--- config.mk ---
export PLATFORM = sky130hd
export DESIGN_NAME = cam_pixel_reader
export DESIGN_NICKNAME = d
export VERILOG_FILES = /design/src/rtl/cam_pixel_reader.sv
export SDC_FILE = /design/constraint.sdc
export NUM_CORES = 1
export LEC_CHECK = 0
export ABC_CLOCK_PERIOD_IN_PS = 3710
export BUFFER_PORTS_ARGS = -buffer_cell sky130_fd_sc_hd__buf_2
export CORE_ASPECT_RATIO = 1.4
export CORE_MARGIN = 2
export CORE_UTILIZATION = 45
export CTS_CLUSTER_DIAMETER = 60
export DETAILED_ROUTE_END_ITERATION = 16
export GPL_TIMING_DRIVEN = 0
export PLACE_DENSITY = 0.66
export SLEW_MARGIN = 20
export SYNTH_ARGS = -nofsm -noshare
export SYNTH_HDL_FRONTEND = slang
export SYNTH_SLANG_ARGS = --single-unit
--- constraint.sdc ---
create_clock -name clk -period 3.71 [get_ports clk]
set_input_delay 0.371 -clock clk [delete_from_list [all_inputs] [get_ports clk]]
set_output_delay 0.371 -clock clk [all_outputs]
set_load 0.005 [all_outputs]
--- src/rtl/cam_pixel_reader.sv ---
// Camera byte-stream capture: synchronizes the camera bus, pairs bytes into RGB565
// pixels and writes one frame into the frame buffer, then holds until reset.
module cam_pixel_reader #(
  parameter int H_PIXELS = 640,
  parameter int V_LINES  = 480,
  parameter int ADDR_W   = 19
) (
  input  logic              clk,
  input  logic              reset,
  input  logic              cam_pclk,
  input  logic              cam_vsync,
  input  logic              cam_href,
  input  logic [7:0]        cam_data,
  input  logic              select,
  output logic              wr_en,
  output logic [ADDR_W-1:0] wr_addr,
  output logic [15:0]       wr_data,
  output logic              pixel_vsync,
  output logic              frame_short
);

  localparam logic [ADDR_W-1:0] LAST_ADDR = ADDR_W'(H_PIXELS * V_LINES - 1);

  typedef enum logic [1:0] {
    S_WAIT_VS_HI,
    S_WAIT_VS_LO,
    S_CAPTURE,
    S_DONE
  } state_t;

  // [0],[1] are the synchronizer stages, [2] is the previous synced value
  logic [2:0]        pclk_s_q,  pclk_s_d;
  logic [2:0]        vsync_s_q, vsync_s_d;
  logic [2:0]        href_s_q,  href_s_d;
  logic [7:0]        data_s1_q, data_s1_d;
  logic [7:0]        data_s2_q, data_s2_d;

  state_t            state_q,    state_d;
  logic              phase_q,    phase_d;
  logic [7:0]        hi_q,       hi_d;
  logic              wr_en_q,    wr_en_d;
  logic [ADDR_W-1:0] wr_addr_q,  wr_addr_d;
  logic [15:0]       wr_data_q,  wr_data_d;
  logic              pix_vs_q,   pix_vs_d;
  logic              short_q,    short_d;
  logic              full_q,     full_d;
  logic              end_pend_q, end_pend_d;

  logic pclk_evt, vs, vs_rise, href, href_fall, wr_go, written_all;

  always_comb begin
    pclk_s_d  = {pclk_s_q[1:0],  cam_pclk};
    vsync_s_d = {vsync_s_q[1:0], cam_vsync};
    href_s_d  = {href_s_q[1:0],  cam_href};
    data_s1_d = cam_data;
    data_s2_d = data_s1_q;

    pclk_evt  = pclk_s_q[1] & ~pclk_s_q[2];
    vs        = vsync_s_q[1];
    vs_rise   = vsync_s_q[1] & ~vsync_s_q[2];
    href      = href_s_q[1];
    href_fall = ~href_s_q[1] & href_s_q[2];

    wr_go       = wr_en_q & ~select;
    // A strobe in flight at the last address counts as a completed write
    written_all = full_q | (wr_go & (wr_addr_q == LAST_ADDR));

    state_d    = state_q;
    phase_d    = phase_q;
    hi_d       = hi_q;
    wr_en_d    = 1'b0;
    wr_addr_d  = wr_addr_q;
    wr_data_d  = wr_data_q;
    pix_vs_d   = 1'b0;
    short_d    = short_q;
    full_d     = full_q;
    end_pend_d = 1'b0;

    if (wr_go) begin
      if (wr_addr_q == LAST_ADDR) full_d = 1'b1;
      else                        wr_addr_d = wr_addr_q + 1'b1;
    end

    case (state_q)
      S_WAIT_VS_HI: if (vs) state_d = S_WAIT_VS_LO;
      S_WAIT_VS_LO: begin
        if (!vs) begin
          state_d   = S_CAPTURE;
          wr_addr_d = '0;
          phase_d   = 1'b0;
          short_d   = 1'b0;
          full_d    = 1'b0;
        end
      end
      S_CAPTURE: begin
        if (end_pend_q) begin
          pix_vs_d = 1'b1;
          short_d  = ~written_all;
          state_d  = S_DONE;
        end else begin
          if (pclk_evt && href) begin
            if (!phase_q) begin
              hi_d = data_s2_q;
            end else if (!full_q) begin
              wr_en_d   = 1'b1;
              wr_data_d = {hi_q, data_s2_q};
            end
            phase_d = ~phase_q;
          end else if (href_fall) begin
            phase_d = 1'b0;
          end
          // A write latched in the same cycle as vsync rise goes out first
          if (vs_rise) begin
            if (wr_en_d) begin
              end_pend_d = 1'b1;
            end else begin
              pix_vs_d = 1'b1;
              short_d  = ~written_all;
              state_d  = S_DONE;
            end
          end
        end
      end
      default: ;
    endcase

    if (select) begin
      wr_en_d    = 1'b0;
      pix_vs_d   = 1'b0;
      end_pend_d = 1'b0;
      state_d    = S_DONE;
    end
  end

  always_ff @(posedge clk or negedge reset) begin
    if (!reset) begin
      pclk_s_q   <= '0;
      vsync_s_q  <= '0;
      href_s_q   <= '0;
      data_s1_q  <= '0;
      data_s2_q  <= '0;
      state_q    <= S_WAIT_VS_HI;
      phase_q    <= 1'b0;
      hi_q       <= '0;
      wr_en_q    <= 1'b0;
      wr_addr_q  <= '0;
      wr_data_q  <= '0;
      pix_vs_q   <= 1'b0;
      short_q    <= 1'b0;
      full_q     <= 1'b0;
      end_pend_q <= 1'b0;
    end else begin
      pclk_s_q   <= pclk_s_d;
      vsync_s_q  <= vsync_s_d;
      href_s_q   <= href_s_d;
      data_s1_q  <= data_s1_d;
      data_s2_q  <= data_s2_d;
      state_q    <= state_d;
      phase_q    <= phase_d;
      hi_q       <= hi_d;
      wr_en_q    <= wr_en_d;
      wr_addr_q  <= wr_addr_d;
      wr_data_q  <= wr_data_d;
      pix_vs_q   <= pix_vs_d;
      short_q    <= short_d;
      full_q     <= full_d;
      end_pend_q <= end_pend_d;
    end
  end

  assign wr_en       = wr_en_q & ~select;
  assign wr_addr     = wr_addr_q;
  assign wr_data     = wr_data_q;
  assign pixel_vsync = pix_vs_q;
  assign frame_short = short_q;

endmodule

# Yosys cells after proc, flatten, opt, wreduce, memory -nomap -nowiden
# Cells that the tools add are included.
[totals]
register_bits = 76
inputBits = 14
out_inout_bits = 38
word_cells = 93
[op_classes]
n_addsub = 1
n_eq_ne = 12
n_mux = 42
bitwise_logic = 14
reduce_logical = 9
[op_table]
columns = ["cell", "count"]
rows = [
  ["19-bit 2-to-1 mux", 4],
  ["1-bit 2-to-1 mux", 29],
  ["19-bit by 1-bit adder with 19-bit output (second input constant)", 1],
  ["19-bit equality test (second input constant)", 1],
  ["3-bit != test (second input constant)", 5],
  ["2-bit 2-to-1 mux", 6],
  ["4-bit AND reduction", 3],
  ["5-bit AND reduction", 2],
  ["4-bit != test (second input constant)", 2],
  ["1-bit inverter", 8],
  ["2-bit one-hot mux with 3 select lines", 1],
  ["1-bit bitwise AND", 5],
  ["2-bit != test (second input constant)", 2],
  ["1-bit one-hot mux with 2 select lines", 2],
  ["4-bit nonzero test", 1],
  ["2-bit by 1-bit equality test with 1-bit output (second input constant)", 1],
  ["2-bit equality test (second input constant)", 1],
  ["2-bit logical NOT", 1],
  ["2-bit nonzero test", 1],
  ["1-bit logical AND", 1],
  ["1-bit bitwise OR", 1],
]

# Depth between registers and ports, before layout
# Gate-level depths: netlist (run 1).
[logic_depth]
word_depth = 11
depth_mapped = 8
mapped_depth_nobuf = 6

# Least setup slack after synthesis (run 1)
# OpenSTA, ideal clock, no wires.
[synth_timing]
path_type = "flip-flop to flip-flop"
startpoint = "reg state_q[0]"
endpoint = "reg wr_data_q[10] (netlist: wr_data[10])"
t_arrival_ns = 1.677
setup_slack_ns = 1.908
stages_incl_launch_ff = 8
path_buffers = 2
period_less_slack_ns = 1.802
path_cell_list = "dfrtp_1 -> inv_1 -> ha_1 -> inv_2 -> or3_1 -> buf_6 -> buf_12 -> mux2_4"
[synth_between]
elab_chain_len = 2
[synth_rtl]
columns = ["item", "line_no", "text"]
rows = [
  ["start: declaration", "38", "state_t state_q, state_d;"],
  ["start signal: assignment", "158", "state_q <= state_d;"],
  ["2-bit equality test", "84", "case (state_q)"],
  ["5-bit AND reduction (no line)", "n/a", ""],
  ["end signal: assignment", "163", "wr_data_q <= wr_data_d;"],
  ["end: declaration", "43", "logic [15:0] wr_data_q, wr_data_d;"],
]
# Every way passes these cells.
# A chain may end at the register's enable or synchronous reset.

# Worst setup path in the final report (run 1)
[layout_timing]
startpoint = "reg state_q[1]"
endpoint = "reg wr_addr_q[8] (netlist: wr_addr[8])"
[layout_between]
elab_chain_len = 2
[layout_rtl]
columns = ["item", "line_no", "text"]
rows = [
  ["2-bit by 1-bit equality test with 1-bit output", "84", ""],
  ["19-bit 2-to-1 mux", "84", ""],
  ["net wr_addr_d[8]", "42", "logic [ADDR_W-1:0] wr_addr_q, wr_addr_d;"],
  ["end signal: assignment", "162", "wr_addr_q <= wr_addr_d;"],
  ["end: declaration", "42", ""],
]
# The timed path passes the listed nets, and every way through them passes these cells.

==> results.md, run 1 <==
* Final Slew Violations at 0
* CTS tree: done
* Setup Crit Path Kind: reg -> reg
* Maximum root-to-sink buffer count at 2
* Launch point of the worst hold path: cam_data[2]
* Worst-path maximum fanout at 10
* Post-route DRC at 0
* Final net count at 337
* Commonest non-fill, non-tap cell in the layout: dfrtp_1
* Seq pwr share at roughly 50%
* Worst-Skew Late Latency at 0.34 ns
* Yosys warns at 0
* PnR worst setup slack at ~1.5 ns
* Status: finished clean
* Switching Share at 28.38%
* Slew HR at between 60% and 70%
* R2R setup slack at 1.53 ns
* Die width at between 70 and 80 um
* Final Critical Period at between 2 and 2.5 ns
* First drt pass iteration count at 4
* Ports at 52
* Initial core utilization at a little under half
* Clk sinks at 76
* Critical Path Source Type: register
* P_int at between 1 and 1.5 mW
* Post-CTS setup buffers at 0
* Overall routed net length at 6489 um
* Sequential area share after synthesis at 57.88%
* Leakage at roughly 1.9 nW
* Final non-filler cell total at about 420
* Max Cap Viol at 0
* Worst Clk Skew at approximately 0.0030 ns
* Post-Syn Area at 3286 um^2
* Rows at 36
* Worst setup EP type: register
* Cts repair resizes at 0
* Post-DP HPWL at 4546 um
* Largest net degree at the start of global routing at 44
* Synth Instances at 255
* Diodes inserted at 0
* Initial antenna violation count at 0
* Gr usage total at ~17%
* Sw Pwr at just under 0.6 mW
* Comb pwr share at roughly 16%
* Gr ovfl total at 0
* Post-DRT Antenna Nets at 0
* Clock power frac at around a third
* PortBufs at about 50
* RSZ-0062 raised after global routing: false
* RD Place Congestion at between 0.8 and 0.9
* Worst Max-Slew Pin Slew at around 0.54 ns
* Maximum vdd ir drop at between 200 and 300 uV
* Reg2Reg Launch Point: state_q[1]
* Area of the core at between 7000 and 8000 um^2
* Vias in the first global route at about 2300
* WHS Path Cells at 1
* Required time of the critical path at about 4 ns
* FMAX at approximately 460 MHz
* Post-Syn Nets at around 270
* Area growth, synth to finish at 18.93%
* H-tree depth at 3
* CTS clock-pin slew for the worst setup and hold paths at ~0.080 ns
* Most frequent cells in the layout: dfrtp_1 (76), buf_2 (50), nand2_1 (19)
* WL/cell at between 15 and 20 um
* Async SR Flop Fraction at 100.0%
* Die area at about 8000 um^2
* Initial drt markers at 91
* Share of cells above drive strength 1 at about a third
* Vias at about 2200
* # setup viols final at 0
* CTS root buf: clkbuf_8
* # placed instances at around 400
* Top FF cell, synth: dfrtp_1
* Crit path DAT at 2.41 ns
* First-pass GRT wire length at 10980 um
* Via density at approximately 5.4
* Worst r2r dst: wr_addr[8]
* Final Power at around 2.1 mW
* Post-CTS Hold Fix Bufs at 1
* EDFF count, synth at 0
* DP Worst Slack at between 1.5 and 2 ns
* Distinct cells, synth at 54
* Synth Register Bits at 76
* Final period utilization at just under 60%
* TNS Setup at 0 ns
* Die Span Y at 105.1 um
* Avg Inst Size Synth at between 10 and 15 um^2
* Hold Vio Cnt, Final at 0
* Num CTS Buffers at 9
* HP Class: in -> reg
* Power per cell area at about 530 nW/um^2
* Hold Path End: data_s1_q[2]
* Reg2Reg Depth at 7
cells in the mapped netlist (all sizes together), types with 5 or more instances:
library cell | count | area, um^2
clkbuf | 5 | 18.77
a31oi | 6 | 37.54
inv | 6 | 27.52
mux2 | 25 | 315.3
dfrtp | 76 | 1902
o21ai | 8 | 40.03
mux2i | 8 | 80.08
nand2b | 7 | 43.79
nand2 | 19 | 71.32
nor2 | 14 | 62.56
a21oi | 10 | 50.05
nand4 | 5 | 31.28
buf | 7 | 83.83
per-stage QoR:
| stage | area [um^2] | util, % | hold slack [ns] |
|---|---|---|---|
| 2_1_floorplan | 3286 | - | 0.07541 |
| 3_3_place_gp | 3660 | 52.08 | 0.3321 |
| 3_5_place_dp | 3682 | 52.40 | 0.3347 |
| 4_1_cts | 3908 | 55.61 | 0.1201 |
| 5_1_grt | 3908 | 55.61 | 0.1204 |
| 6_report | 3908 | 55.61 | 0.1348 |
power groups by stage:
stage | Clock [mW] | Sequential [mW] | Combinational, mW
floorplan | 0 | 1.05 | 0.191
global placement | 0 | 1.06 | 0.327
detailed placement | 0 | 1.07 | 0.340
finish | 0.679 | 1.05 | 0.333
CTS | 0.694 | 1.05 | 0.340
global route | 0.733 | 1.07 | 0.386
area by class of cell:
class	count	area (um^2)
multi-input cells	161	1254
inverters	6	27.53
clock buffers	10	127.6
flip-flops and latches	76	1902
plain buffers	12	102.6
well taps	95	118.9
clock inverters	6	87.58
fillers	636	3119
repair buffers	53	287.8
state kept, by name (all words and copies together) (netlist names), 3 cells and up:
register	count
data_s1_q	8
data_s2_q	8
hi_q	8
href_s_q	3
pclk_s_q	3
vsync_s_q	3
wr_addr	19
wr_data	16
metal layers:
layer,vias up,track usage (%),part of all wire (%)
met5,-,0,0
met4,0,8.312,1.9
met3,12,3.282,3.8
met2,52,29.14,50
met1,1119,21.04,44
li1,1060,-,-
how the worst max path moves through the flow:
stage | endpoint | start | slack (ns) | cells past startpoint
final | wr_addr[8] | state_q[1] | 1.53 | 7
after global routing | wr_addr[14] | state_q[1] | 1.39 | 7
after CTS | wr_addr[8] | state_q[1] | 1.53 | 7
after detailed placement | wr_addr[18] | state_q[1] | 1.55 | 7
after global placement | wr_addr[10] | state_q[1] | 1.64 | 7
after floorplan | wr_data[10] | state_q[0] | 1.91 | 7
cells by family (layout without fill, tap and decap cells):
family                     after synthesis  in the layout  synth area share, %
muxes                                   33             33                12.03
AOI/OAI and AO/OA                       46             46                10.28
buffers and inverters                   18             87                3.960
adders and majority gates                4              4                1.523
DFF                                     76             76                57.88
and+or+nand+nor                         78             78                14.32
critical path, cell delays in order, from the launching register on:
cell and delay [ns]:
dfrtp_1 0.40, inv_1 0.08, ha_1 0.14, clkbuf_1 0.30
nor2b_1 0.35, clkbuf_1 0.47, nor2_1 0.08, a41o_1 0.25
No activity file was read; power rests on OpenSTA's default activity.
==> run 2: changes to the inputs <==
--- a/config.mk
+++ b/config.mk
@@ -5,7 +5,8 @@
 export SDC_FILE = /design/constraint.sdc
 export NUM_CORES = 1
 export LEC_CHECK = 0
-export ABC_CLOCK_PERIOD_IN_PS = 3710
+export ABC_AREA = 1
+export ABC_CLOCK_PERIOD_IN_PS = 2000
 export BUFFER_PORTS_ARGS = -buffer_cell sky130_fd_sc_hd__buf_2
 export CORE_ASPECT_RATIO = 1.4
 export CORE_MARGIN = 2
@@ -13,7 +14,7 @@
 export CTS_CLUSTER_DIAMETER = 60
 export DETAILED_ROUTE_END_ITERATION = 16
 export GPL_TIMING_DRIVEN = 0
-export PLACE_DENSITY = 0.66
+export PLACE_DENSITY = 0.68
 export SLEW_MARGIN = 20
 export SYNTH_ARGS = -nofsm -noshare
 export SYNTH_HDL_FRONTEND = slang
==> constraint.sdc (replaced) <==
create_clock -name clk -period 2 [get_ports clk]
set_input_delay 0.2 -clock clk [delete_from_list [all_inputs] [get_ports clk]]
set_output_delay 0.2 -clock clk [all_outputs]
set_load 0.005 [all_outputs]
==> results.md, run 2 <==
* Rows at 36 (unchanged)
* Share of cells above drive strength 1 at 22.95% (-11 points)
* Worst Max-Slew Pin Slew at 0.5149 ns (-0.02608 ns)
* Final hold slack at 0.05594 ns (-0.07882 ns)
* Hold Vio Cnt, Final at 0 (unchanged)
* Worst Setup SP: state_q[0]
* Final non-filler cell total at 535 (+28%)
* Gr ovfl total at 0 (unchanged)
* Seq pwr share at 50.2% (-0.8 points)
* Maximum root-to-sink buffer count at 2 (unchanged)
* Hold Path End: pixel_vsync
* Post-Syn Nets at 378 (+38%)
* Worst-Skew Late Latency at 0.35 ns (about the same)
* Ports at 52 (unchanged)
* CTS root buf: clkbuf_8
* Maximum vdd ir drop at 351.1 uV (+27%)
* Sw Pwr at 1.035 mW (+76%)
* Final period utilization at 88.81% (+30 points)
* Top FF cell, synth: dfrtp_1
* Reg2Reg Launch Point: state_q[0]
* Avg Inst Size Synth at 9.089 um^2 (-29%)
* Launch point of the worst hold path: select
* Max Cap Viol at 0 (unchanged)
* Clock power frac at 31.7% (-1.2 points)
* Post-route DRC at 0 (unchanged)
* Mux share of post-synthesis cell area at 2.868% (-9.2 points)
* Die width at 76.07 um (-0.20%)
* FMAX at 563.0 MHz (+23%)
* HP Class: in -> reg
* Clk sinks at 76 (unchanged)
* CTS tree: done
* Layout filler cell count at 657 (+3.3%)
* Adder-Cell Fraction of Synth Area at 1.530% (+0.0064 points)
* XOR/XNOR Fraction of Synth Area at 0% (unchanged)
* RD Place Congestion at 0.8842 (+10%)
* Gr usage total at 17.48% (+0.26 points)
* R2R setup slack at 0.22 ns (-1.31 ns)
* Worst r2r dst: hi_q[5]
* Synth Register Bits at 76 (unchanged)
* Complex-gate fraction of the synthesized area at 5.966% (-4.3 points)
* Worst setup EP type: register
* First drt pass iteration count at 4 (unchanged)
* Comb pwr share at 18.1% (+2.0 points)
* Setup Crit Path Kind: reg -> reg
* Num CTS Buffers at 9 (unchanged)
* CTS clock-pin slew for the worst setup and hold paths at 0.08 ns (about the same)
* Synth Instances at 360 (+41%)
* Area of the core at 7027 um^2 (unchanged)
* Overall routed net length at 6343 um (-2.2%)
* Final Critical Period at 1.776 ns (-0.4038 ns)
* Initial antenna violation count at 0 (unchanged)
* H-tree depth at 3 (unchanged)
* # setup viols final at 0 (unchanged)
* Initial drt markers at 146 (+60%)
* TNS Setup at 0 ns (unchanged)
* Die area at 7978 um^2 (-0.40%)
* WL/cell at 11.86 um (-23%)
* Max reg flops at 19 (unchanged)
* Post-Syn Area at 3272 um^2 (-0.42%)
* Final Slew Violations at 0 (unchanged)
* Worst-path maximum fanout at 10 (unchanged)
* Status: finished clean
* Top-area cell type share of the netlist area at 58.13% (+0.24 points)
* Post-CTS setup buffers at 0 (unchanged)
* # placed instances at 507 (+26%)
* Post-DRT Antenna Nets at 0 (unchanged)
* PortBufs at 51 (unchanged)
* Yosys warns at 0 (unchanged)
* Synth top cells by count: nand2_1 (96), dfrtp_1 (76), inv_1 (52)
* Most common cell in the netlist: nand2_1
* Via density at 4.673 (-13%)
* Worst Clk Skew at 0.008504 ns (+0.005483 ns)
* Largest area contributor in the netlist: dfrtp_1
* Sequential area share after synthesis at 58.13% (+0.24 points)
* Commonest non-fill, non-tap cell in the layout: nand2_1
* Initial core utilization at 46.56% (-0.20 points)
* Util after Layout at 56.89% (+1.3 points)
* Required time of the critical path at 2.25 ns (-1.69 ns)
* Switching Share at 28.20% (-0.19 points)
* Async SR Flop Fraction at 100.0% (unchanged)
* EDFF count, synth at 0 (unchanged)
* Slew HR at 65.41% (+1.5 points)
* Diodes inserted at 0 (unchanged)
* WHS Path Cells at 2 (+1)
* Die Span Y at 104.9 um (-0.20%)
* Synth Area in Simple Gates at 23.79% (+9.5 points)
* Final net count at 453 (+34%)
* Vias in the first global route at 2499 (+11%)
* Distinct cells, synth at 27 (-50%)
* Most frequent cells in the layout: nand2_1 (96), dfrtp_1 (76), inv_1 (52)
* Main area contributors after synthesis: dfrtp_1 (58%), nand2_1 (11%), inv_1 (6.0%)
* Leakage at 2.094 nW (+7.8%)
* Area growth, synth to finish at 22.18%
* Crit path DAT at 2.02 ns (-0.39 ns)
* Power per cell area at 918.0 nW/um^2 (+74%)
* Vias at 2500 (+11%)
* Largest family of logic cells by synthesized area: simple AND/OR/NAND/NOR gates
* Critical Path Source Type: register
* Largest net degree at the start of global routing at 52 (+18%)
* First-pass GRT wire length at 11060 um (+0.76%)
* Reg2Reg Depth at 9 (+2)
* P_int at 2.635 mW (+78%)
* RSZ-0062 raised after global routing: false
* Post-DP HPWL at 4638 um (+2.0%)
==> run 2: cell types whose count changed after synthesis, moves of 5 or more <==
cell,previous run,this run
mux2i_1,8,0
nor3_1,0,5
mux2_2,16,7
nand3_1,2,21
inv_1,4,52
a31oi_1,6,0
a21oi_1,10,5
nand2b_1,7,0
nor2_1,12,41
nand2_1,19,96
o21ai_2,0,8
o21ai_0,7,15
mux2_4,9,1
==> run 2: worst max-delay path: stages (launching register included) <==
cell	delay (ns)
dfrtp_1	0.40
inv_1	0.09
ha_1	0.29
inv_2	0.08
or2_1	0.25
nor2_2	0.12
nand2_2	0.13
buf_6	0.18
nand2_1	0.07
o21ai_2	0.05
==> run 2: cell type report <==
| class | instances | area [um^2] | share of cell area (%) |
|---|---|---|---|
| tap | 95 | 118.9 | 2.973 |
| buffer | 6 | 53.80 | 1.346 |
| clock inverter | 6 | 63.81 | 1.596 |
| multi-input combinational | 225 | 1117 | 27.95 |
| timing repair buffer | 64 | 405.4 | 10.14 |
| clock buffer | 10 | 137.6 | 3.443 |
| inverter | 53 | 198.9 | 4.977 |
| sequential | 76 | 1902 | 47.57 |
==> run 2: how the worst max path moves through the flow <==
stage	endpoint	cells after the start
finish	hi_q[5]	9
global route	hi_q[6]	9
CTS	hi_q[6]	9
detailed placement	hi_q[6]	9
global placement	hi_q[6]	9
floorplan	hi_q[5]	9
==> run 2: layer usage <==
| layer | wire, um | GRT usage, % | up-vias | part of all wire [%] |
|---|---|---|---|---|
| li1 | - | - | 1267 | - |
| met1 | 2730 | 20.24 | 1166 | 43 |
| met2 | 3188 | 30.10 | 49 | 50 |
| met3 | 208 | 3.195 | 18 | 3.3 |
| met4 | 216 | 10.39 | 0 | 3.4 |
| met5 | 0 | 0 | - | 0 |
==> run 2: timing repair <==
item	CTS	global route
resized for setup	0	0
hold buffers	12	0
hold endpoints to repair	36	0
==> run 2: per-stage QoR <==
stage	cell area, um^2	total power [mW]	setup slack (ns)
2_1_floorplan	3272	2.288	0.4065
3_3_place_gp	3646	2.491	0.2324
3_5_place_dp	3676	2.535	0.2185
4_1_cts	3998	3.717	0.2021
5_1_grt	3998	3.886	0.07499
6_report	3998	3.670	0.2239
==> run 2: kinds of logic after synthesis <==
group | Yosys count
compound gates | 31
fa+ha+maj | 4
flops | 76
mux | 8
buf+inv | 59
simple gates | 182
==> run 2: power groups by stage <==
stage	combinational, mW	sequential [mW]	clock, mW
6_report	0.664	1.84	1.16
5_1_grt	0.759	1.87	1.26
4_1_cts	0.680	1.85	1.19
3_5_place_dp	0.661	1.87	0
3_3_place_gp	0.624	1.87	0
2_1_floorplan	0.426	1.86	0
==> run 3: changes to the inputs <==
--- a/config.mk
+++ b/config.mk
@@ -14,7 +14,7 @@
 export CTS_CLUSTER_DIAMETER = 60
 export DETAILED_ROUTE_END_ITERATION = 16
 export GPL_TIMING_DRIVEN = 0
-export PLACE_DENSITY = 0.68
+export PLACE_DENSITY = 0.71
 export SLEW_MARGIN = 20
 export SYNTH_ARGS = -nofsm -noshare
 export SYNTH_HDL_FRONTEND = slang
==> constraint.sdc (replaced) <==
create_clock -name clk -period 2 [get_ports clk]
set_input_delay 0.1 -clock clk [delete_from_list [all_inputs] [get_ports clk]]
set_output_delay 0.1 -clock clk [all_outputs]
set_load 0.005 [all_outputs]
==> results.md, run 3 (synthesized netlist as in run 2, its figures left out) <==
* Via density at 4.686 (+0.28%)
* Largest net degree at the start of global routing at 51 (-1.9%)
* Worst Setup SP: wr_addr[0]
* Max reg flops at 19 (unchanged)
* Worst r2r dst: wr_addr[14]
* Reg2Reg Depth at 8 (-1)
* Leakage at 2.092 nW (-0.13%)
* Critical Path Max Stage Delay at 0.42 ns (+0.02 ns)
* Slowest library cell on the worst path: dfrtp_1
* Top cell family by delay on the critical path: simple AND/OR/NAND/NOR gates
* Initial drt markers at 97 (-34%)
* Max Cap Viol at 0 (unchanged)
* TNS Setup at 0 ns (unchanged)
* Post-DRT Antenna Nets at 0 (unchanged)
* First drt pass iteration count at 4 (unchanged)
* Cts repair resizes at 0 (unchanged)
* Rows at 36 (unchanged)
* Final Critical Period at 1.811 ns (+0.03531 ns)
* Worst setup EP type: register
* Required time of the critical path at 2.24 ns (about the same)
* Final net count at 454 (+0.22%)
* Final Slew Violations at 0 (unchanged)
* Critical Path Source Type: register
* Maximum root-to-sink buffer count at 2 (unchanged)
* H-tree depth at 3 (unchanged)
* CTS clock-pin slew for the worst setup and hold paths at 0.08 ns (about the same)
* Worst-path maximum fanout at 6 (-4)
* Worst Max-Slew Pin Slew at 0.5128 ns (-0.002166 ns)
* Die Span Y at 104.9 um (unchanged)
* Layout filler cell count at 654 (-0.46%)
* Maximum vdd ir drop at 412.1 uV (+17%)
* CTS root buf: clkbuf_8
* First-pass GRT wire length at 11370 um (+2.8%)
* Area of the multi-input gates at 1117 um^2 (unchanged)
* Post-DP HPWL at 4711 um (+1.6%)
* Final period utilization at 90.57% (+1.8 points)
* Most used cell, CP: nand2_1
* Initial core utilization at 46.56% (unchanged)
* Sequential cell area at 1902 um^2 (unchanged)
* Num CTS Buffers at 9 (unchanged)
* Die area at 7978 um^2 (unchanged)
* Die width at 76.07 um (unchanged)
* Most frequent cells in the layout: nand2_1 (96), dfrtp_1 (76), inv_1 (52)
* Vias in the first global route at 2476 (-0.92%)
* Power per cell area at 911.9 nW/um^2 (-0.67%)
* Status: finished clean
* RD Place Congestion at 0.8697 (-1.6%)
* Worst Path Buf+Inv at 0 (-3)
* Gr usage total at 18.36% (+0.88 points)
* PortBufs at 51 (unchanged)
* Cell Chain, Critical Path: ha_1 -> nand2_1 -> nor2_4 -> nand2_1 -> nor2_1 -> nand2_1 -> nor3_1 -> nor2_1
* Hold Vio Cnt, Final at 0 (unchanged)
* Share of cells above drive strength 1 at 22.50% (-0.45 points)
* FMAX at 552.1 MHz (-1.9%)
* Area growth, synth to finish at 22.18% (unchanged)
* # setup viols final at 0 (unchanged)
* Gr ovfl total at 0 (unchanged)
* Initial antenna violation count at 0 (unchanged)
* Ports at 52 (unchanged)
* WL/cell at 12.31 um (+3.8%)
* Diodes inserted at 0 (unchanged)
* Post-route DRC at 0 (unchanged)
* Vias at 2507 (+0.28%)
* Slew HR at 65.55% (+0.15 points)
* Final Power at 3.646 mW (-0.67%)
* Commonest non-fill, non-tap cell in the layout: nand2_1
* Crit path DAT at 2.05 ns (+0.03 ns)
* Worst-Skew Late Latency at 0.35 ns (about the same)
* Reg2Reg Launch Point: wr_addr[0]
* Setup Crit Path Kind: reg -> reg
* Area of the core at 7027 um^2 (unchanged)
* Worst Clk Skew at 0.01235 ns (+0.003846 ns)
* CTS tree: done
* Overall routed net length at 6587 um (+3.8%)
* HP Class: in -> async
* R2R setup slack at 0.19 ns (-0.04 ns)
* Clk sinks at 76 (unchanged)
* RSZ-0062 raised after global routing: false
[run 3: changes by cell type in the layout (fill, tap and decap cells not counted), sizes merged]
cell | before | now
clkinv | 3 | 1
clkbuf | 11 | 12
dlygate4sd3 | 12 | 13
[run 3: per-stage QoR]
stage | util [%] | cells | hold WS, ns | setup slack [ns] | instance area (um^2)
3_3_place_gp | 51.89 | 506 | 0.2085 | 0.2511 | 3646
5_1_grt | 56.89 | 535 | 0.2287 | 0.001388 | 3998
4_1_cts | 56.89 | 535 | 0.2045 | 0.1913 | 3998
2_1_floorplan | - | 360 | -0.1956 | 0.4065 | 3272
3_5_place_dp | 52.31 | 507 | 0.04949 | 0.2121 | 3676
6_report | 56.89 | 535 | 0.2049 | 0.1886 | 3998
[run 3: final cells by class]
| class | count | area share (%) |
|---|---|---|
| Timing Repair Buffer | 65 | 10.39 |
| Tap cell | 95 | 2.973 |
| Clock buffer | 11 | 3.537 |
| Clock inverter | 4 | 1.252 |
| Buffer | 6 | 1.346 |
| Sequential cell | 76 | 47.57 |
| Inverter | 53 | 4.977 |
| Multi-Input combinational cell | 225 | 27.95 |
[run 3: per-layer routing]
layer | vias up | track usage, % | wire length (um)
met3 | 14 | 4.404 | 252
met2 | 49 | 32.65 | 3464
li1 | 1273 | - | -
met4 | 0 | 8.831 | 158
met5 | - | 0 | 0
met1 | 1171 | 20.56 | 2712
[run 3: how the worst max path moves through the flow]
stage,end,cells past startpoint
after floorplan,hi_q[5],9
after global placement,hi_q[6],9
after detailed placement,hi_q[6],9
after CTS,hi_q[6],9
after global routing,wr_addr[14],8
final,wr_addr[14],8
[run 3: report_power, final]
group,total (mW),internal (mW),switching (mW)
registers,1.85,1.74,0.108
logic,0.656,0.289,0.368
clock network,1.14,0.601,0.541
total,3.65,2.63,1.02
[run 3: repair_timing]
| action | 4_1_cts | 5_1_grt |
|---|---|---|
| buffers inserted | 0 | 0 |
| endpoints found under the hold margin | 38 | 0 |
| setup endpoints to repair | 0 | 0 |
| hold buffers | 13 | 0 |
